File: config.mk
export PLATFORM = sky130hd
export DESIGN_NAME = uart_rx_axis
export DESIGN_NICKNAME = d
export VERILOG_FILES = /design/src/rtl/uart_rx_axis.sv
export SDC_FILE = /design/constraint.sdc
export NUM_CORES = 1
export LEC_CHECK = 0
export CORE_ASPECT_RATIO = 1.2
export CORE_MARGIN = 4
export CORE_UTILIZATION = 39
export DETAILED_ROUTE_END_ITERATION = 16
export GPL_TIMING_DRIVEN = 0
export PLACE_DENSITY_LB_ADDON = 0.15
export SYNTH_ARGS = -nofsm -noshare
export SYNTH_HDL_FRONTEND = slang
export SYNTH_SLANG_ARGS = --single-unit
File: constraint.sdc
create_clock -name clk_i -period 1.9 [get_ports clk_i]
set_input_delay 0.38 -clock clk_i [delete_from_list [all_inputs] [get_ports clk_i]]
set_output_delay 0.38 -clock clk_i [all_outputs]
set_load 0.02 [all_outputs]
File: src/rtl/uart_rx_axis.sv
// 8N1 UART receiver sampled on a 16x oversample tick, delivering bytes on an
// AXI4-Stream master port with one-cycle framing-error and overrun pulses.
module uart_rx_axis #(
    parameter int OVERSAMPLE  = 16,
    parameter int SYNC_STAGES = 2
) (
    input  logic       clk_i,
    input  logic       rst_i,
    input  logic       baud_x16_i,
    input  logic       rx_i,
    output logic [7:0] m_axis_tdata,
    output logic       m_axis_tvalid,
    input  logic       m_axis_tready,
    output logic       frame_err_o,
    output logic       overrun_o
);

    localparam int CNT_W = $clog2(OVERSAMPLE);
    localparam logic [CNT_W-1:0] CNT_MID  = CNT_W'(OVERSAMPLE / 2 - 1);
    localparam logic [CNT_W-1:0] CNT_LAST = CNT_W'(OVERSAMPLE - 1);

    typedef enum logic [2:0] {
        ST_IDLE,
        ST_START,
        ST_DATA,
        ST_STOP,
        ST_WAIT_HI
    } state_t;

    logic [SYNC_STAGES-1:0] sync_q;
    logic                   rx_s;

    state_t           state_q, state_d;
    logic [CNT_W-1:0] cnt_q, cnt_d;
    logic [2:0]       bit_q, bit_d;
    logic [7:0]       shift_q, shift_d;
    logic             deliver_q, deliver_d;
    logic             frame_err_d;

    // Synchronizer presets to idle-high so reset never looks like a start bit.
    always_ff @(posedge clk_i) begin
        if (rst_i) begin
            sync_q <= '1;
        end else begin
            sync_q <= {sync_q[SYNC_STAGES-2:0], rx_i};
        end
    end

    assign rx_s = sync_q[SYNC_STAGES-1];

    // NOTE: sequential state uses non-blocking assignments only; the
    // combinational block below computes every *_d from the *_q values.
    always_ff @(posedge clk_i) begin
        if (rst_i) begin
            state_q     <= ST_IDLE;
            cnt_q       <= '0;
            bit_q       <= '0;
            shift_q     <= '0;
            deliver_q   <= 1'b0;
            frame_err_o <= 1'b0;
        end else begin
            state_q     <= state_d;
            cnt_q       <= cnt_d;
            bit_q       <= bit_d;
            shift_q     <= shift_d;
            deliver_q   <= deliver_d;
            frame_err_o <= frame_err_d;
        end
    end

    // NOTE: every variable written here gets a default first, so no latch is inferred.
    always_comb begin
        state_d     = state_q;
        cnt_d       = cnt_q;
        bit_d       = bit_q;
        shift_d     = shift_q;
        deliver_d   = 1'b0;
        frame_err_d = 1'b0;

        if (baud_x16_i) begin
            unique case (state_q)
                ST_IDLE: begin
                    if (!rx_s) begin
                        state_d = ST_START;
                        cnt_d   = '0;
                        bit_d   = '0;
                    end
                end

                ST_START: begin
                    if (cnt_q == CNT_MID) begin
                        state_d = rx_s ? ST_IDLE : ST_DATA;
                        cnt_d   = '0;
                        bit_d   = '0;
                    end else begin
                        cnt_d = cnt_q + CNT_W'(1);
                    end
                end

                ST_DATA: begin
                    if (cnt_q == CNT_LAST) begin
                        cnt_d   = '0;
                        shift_d = {rx_s, shift_q[7:1]};
                        bit_d   = bit_q + 3'd1;
                        if (bit_q == 3'd7) begin
                            state_d = ST_STOP;
                            bit_d   = '0;
                        end
                    end else begin
                        cnt_d = cnt_q + CNT_W'(1);
                    end
                end

                ST_STOP: begin
                    if (cnt_q == CNT_LAST) begin
                        cnt_d = '0;
                        bit_d = '0;
                        if (rx_s) begin
                            state_d   = ST_IDLE;
                            deliver_d = 1'b1;
                        end else begin
                            state_d     = ST_WAIT_HI;
                            frame_err_d = 1'b1;
                        end
                    end else begin
                        cnt_d = cnt_q + CNT_W'(1);
                    end
                end

                ST_WAIT_HI: begin
                    // A held break must return high before another start is accepted.
                    if (rx_s) begin
                        state_d = ST_IDLE;
                        cnt_d   = '0;
                        bit_d   = '0;
                    end
                end

                default: begin
                    state_d = ST_IDLE;
                    cnt_d   = '0;
                    bit_d   = '0;
                end
            endcase
        end
    end

    // Output holding register: a new byte replaces the held one only when the
    // held one is being accepted in the same cycle; otherwise it is dropped.
    always_ff @(posedge clk_i) begin
        if (rst_i) begin
            m_axis_tdata  <= '0;
            m_axis_tvalid <= 1'b0;
            overrun_o     <= 1'b0;
        end else begin
            overrun_o <= 1'b0;
            if (deliver_q) begin
                if (!m_axis_tvalid || m_axis_tready) begin
                    m_axis_tdata  <= shift_q;
                    m_axis_tvalid <= 1'b1;
                end else begin
                    overrun_o <= 1'b1;
                end
            end else if (m_axis_tvalid && m_axis_tready) begin
                m_axis_tvalid <= 1'b0;
            end
        end
    end

endmodule
======== After elaboration in Yosys (flattened, before gate mapping) ========
Index checks and enable logic that the tools add are counted.
cells by class
  bitwise operators ....................... 4
  add/subtract/negate cells ............... 2
  multiplexer cells ....................... 26
  reduce and logical (&&, ||, !) cells .... 14
  equal/unequal tests ..................... 14
operators by type and width
  kind                                                   number
  2-to-1 mux 3 bit                                       12
  case mux 3 bit (5 select lines)                        2
  2-to-1 mux 4 bit                                       4
  case mux 4 bit (4 select lines)                        1
  inequality test 2 bit, second input constant           6
  AND reduction 7 bit                                    1
  equality test 3 x 2 -> 1 bit, second input constant    2
  equality test 3 bit, second input constant             2
  2-to-1 mux 1 bit                                       6
  AND reduction 3 bit                                    2
  AND reduction 6 bit                                    1
  adder 4 x 1 -> 4 bit, second input constant            1
  equality test 4 x 3 -> 1 bit, second input constant    1
  equality test 4 bit, second input constant             1
  NOT 1 bit                                              4
  AND reduction 2 bit                                    2
  OR reduction 2 bit                                     2
  OR reduction 4 bit                                     1
  adder 3 x 1 -> 3 bit, second input constant            1
  equality test 3 x 1 -> 1 bit, second input constant    1
  zero test 3 bit                                        1
  2-to-1 mux 2 bit                                       1
  inequality test 2 x 1 -> 1 bit, second input constant  1
  nonzero test 2 bit                                     1
  3 further kinds                                        3
storage, ports and cells
  output and inout bits ................... 11
  register bits after elaboration ......... 32
  input bits .............................. 5
  logic and storage cells ................. 70

======== Logic depth before layout (Yosys ltp) ========
Gate-level depths: netlist of run 1.
  word-level depth ........................ 4
  mapped depth ............................ 6
  gate-level depth less buffers ........... 6

======== Worst setup path after synthesis of run 1 ========
Ideal clock, no wire load.
  kind .................................... reg-to-reg
  start ................................... reg state_q[2]
  end ..................................... reg shift_q[3]
  required time ........................... 1.772 ns
  stages on the path, launching flop included .. 6
  clock period less this slack ............ 1.629 ns
  data arrival time ....................... 1.502 ns
  library setup time ...................... 0.128 ns
  setup slack ............................. 0.271 ns
  cell sequence ........................... dfxtp_1 buf_6 or3b_4 nor3_4 mux2i_1 nor2_1
between the ends
  cells in the longest elaborated chain, start to end .. 2
ends and longest elaborated chain
  what                           RTL line  source
  from (decl)                    33        state_t state_q, state_d;
  from (signal assigned)         62        state_q <= state_d;
  equality test 3 x 2 -> 1 bit   81        unique case (state_q)
  AND reduction 3 bit (no line)  --
  to (signal assigned)           65        shift_q <= shift_d;
  to (decl)                      36        logic [7:0] shift_q, shift_d;
No other way between the ends.
A chain may end at the register's enable or synchronous reset.

======== Final worst setup path of run 1 ========
Ends and elaborated chain as after synthesis.

==> results of run 1 <==
==> timing repair <==
action | in CTS | in global routing
setup buffers | 0 | 0
resized for setup | 0 | 2
setup endpoints to repair | 0 | 6
==> kinds of logic (layout without fill, tap and decap cells) <==
family | after synthesis | in the layout
AOI/OAI and AO/OA | 23 | 23
xor gates and xnor gates | 2 | 2
adders and majority gates | 3 | 3
buffers and inverters | 11 | 34
DFF | 32 | 32
muxes | 18 | 18
and+or+nand+nor | 48 | 48
==> layout by cell type (no fill, tap or decap), drive strengths merged <==
master         instances
nor4b                  1
o311a                  1
o311ai                 1
xnor2                  2
or3b                   1
ha                     3
nor2                  21
a32oi                  1
nor2b                  1
nand3                  3
a21oi                 10
a41oi                  1
nor3b                  1
mux2i                 17
inv                    5
o21a                   1
nor4                   1
nand2                  4
mux2                   1
or2                    3
nand4b                 3
clkbuf                 9
buf                    3
nor3                   3
dfxtp                 32
clkdlybuf4s50         15
clkinvlp               2
o21ai                  8
nand3b                 2
nand4                  3
or4                    1
==> synthesized netlist by cell type, drive strengths merged (4+ instances only) <==
library cell	count	area share [%]
a21oi	10	3.8
dfxtp	32	48
inv	5	1.4
mux2i	17	13
nand2	4	1.1
nor2	21	5.9
o21ai	8	3.3
==> sequential cells by signal (all words and copies together) (netlist names) <==
register / count
bit_q: 3
cnt_q: 4
deliver_q: 1
frame_err_o: 1
m_axis_tdata: 8
m_axis_tvalid: 1
overrun_o: 1
shift_q: 8
state_q: 3
sync_q: 2
==> layout make-up <==
cell class	instances	area share, %
plain buffers	6	2.14
clock buffers	6	5.05
clock inverters	2	0.917
inverters	5	1.15
multi-input cells	94	39.6
flip-flops and latches	32	39.1
well taps	37	2.83
repair buffers	15	9.17
==> report_power, final <==
group	internal (W)	switching [W]
registers	0.000675	0.00000461
clock network	0.000293	0.000259
logic	0.0000225	0.0000340
==> through the flow <==
step	setup WS, ns	hold slack (ns)	util, %
floorplan	0.271	0.389	-
global placement	-0.144	0.396	46.2
detailed placement	-0.133	0.397	46.2
CTS	0.103	0.415	49.1
global route	0.0232	0.434	49.5
finish	0.103	0.412	49.5
==> critical path, delay by kind of cell, from the launching register on <==
kind	cells	cell delay (ns)
simple gates	3	1.00
mux	1	0.24
buf+inv	1	0.13
flops	1	0.31
==> per-layer routing <==
| layer | vias to the layer above | track usage, % |
|---|---|---|
| met1 | 487 | 16.0 |
| met3 | 7 | 4.45 |
| met5 | - | 0 |
| li1 | 530 | - |
| met2 | 15 | 21.5 |
| met4 | 0 | 6.60 |
==> worst max-delay path by stage <==
stage / depth (start not counted) / slack [ns] / start / to
finish: 5 / 0.10 / state_q[2] / shift_q[3]
global route: 5 / 0.02 / state_q[2] / shift_q[4]
CTS: 5 / 0.10 / cnt_q[0] / bit_q[2]
detailed placement: 5 / -0.13 / baud_x16_i / shift_q[5]
global placement: 5 / -0.14 / baud_x16_i / shift_q[6]
floorplan: 5 / 0.27 / state_q[2] / shift_q[3]
==> out/qor.yml, run 1 <==
status: "complete, no violations"
synth_adder_area_share_pct: 2.82
yosys_warnings: 0
period_needed_ns: 1.80
cp_max_fo: 9
grt_max_degree: 12
fin_total_pwr_w: 0.00129
synth_cells: 137
clkLatencyLatePin_ns: 0.29
detail-route-antenna-nets: 0
critPathLaunchType: "flop"
hold_class: "reg -> reg"
antenna_cells: 0
reg2reg_slack_ns: 0.10
dpl-instance-area_mm2: 0.00153
row_count: 23
cp.required_ns: 2.06
worstSetupEndpointType: "flop"
crit-reg2reg-launch: "state_q[2]"
synthFlopType: "dfxtp_1"
synth_xor_area_share_pct: 1.32
synth_nets: 145
setup-violations-final: 0
die_width_um: 61.3
place_inst: 189
tightest_slew_ns: 0.548
synth_cell_types: 34
clk_path_buf_depth: 2
async_flop_share_pct: 0
finClkSkew_ns: 0.0102
synth_top_family_by_area: "simple AND/OR/NAND/NOR gates"
synth_edf_count: 0
grt_pass1_vias: 1046
numPortBuffers: 15
worst_r2r_path_depth: 5
hold_start: "sync_q[0]"
vdd_ir_drop_max_mv: 0.511
ys_ff_latch: 32
whs_path_depth: 1
wl_met1_um: 1190
root_buffer: "clkbuf_8"
drive_gt1_share_pct: 13.1
die_h_um: 72
route.detailed.drc: 0
cts-hold-fix-buffers: 0
max_freq_ghz: 0.556
period_share_pct: 94.6
cpPeakStageDelay_ns: 0.51
multi_input_area_um2: 648
syn_area_mm2: 0.00133
drt_iter0_drc: 43
muxShareOfSynthArea_pct: 13.6
routed-wl-met3_um: 93
power_density_mw_per_mm2: 787
max_cap_violations: 0
first_pass_iters: 4
setup_tns_ns: 0
top_layer_used: "met4"
routed_via_density: 5.27
slowest_stage: "nor3_4"
hold_viol_final: 0
dp_hpwl_um: 1880
final_cells: 197
post-route-cell-area_mm2: 0.00164
nFillCells: 317
final-seq-area_um2: 641
ios: 16
clk_pin_slew_ns: 0.07
cts_tree: "built"
area_delta_synth_final_pct: 22.9
antenna_found_initial: 0
design.core.area_mm2: 0.00331
hold_end: "sync_q[1]"
start_util_pct: 40.2
rsz0062_at_grt: "no"
cts_sinks: 32
vias: 1039
relSlewSlack_pct: 63.5
final_nets: 167
synth.avg_cell_area_um2: 9.72
synth_compound_area_share_pct: 10.3
wl_per_cell_um: 13.3
p_leak_nw: 0.629
r2r_end: "shift_q[3]"
synthSimpleGateAreaFrac_pct: 19.7
grt_pass1_wl_um: 4530
path_class: "reg -> reg"
track_usage_pct: 13.5
place_congestion: 0.794
met2_length_um: 1290
htree_levels: 2
grt_overflow: 0
die_area_mm2: 0.00442
path_cells: "buf_6, or3b_4, nor3_4, mux2i_1, nor2_1"
wl_um: 2620
slew_viol_final: 0
ys_seq_area_share_pct: 48.1
arrival_ns: 1.96
cts-buffers-inserted: 5
Power figures use the tool's default switching activity.
==> run 2, diff against run 1 <==
CAP_MARGIN = 5   (was not set)
HOLD_SLACK_MARGIN = 0.06   (was not set)
==> results of run 2 <==
No change in the layout: final DEF, timing and power equal those of run 1.
==> run 3, diff against run 2 <==
CTS_CLUSTER_SIZE = 28   (was not set)
SKIP_CTS_REPAIR_TIMING = 1   (was not set)
==> results of run 3 <==
No change in the layout: final DEF, timing and power equal those of run 1.
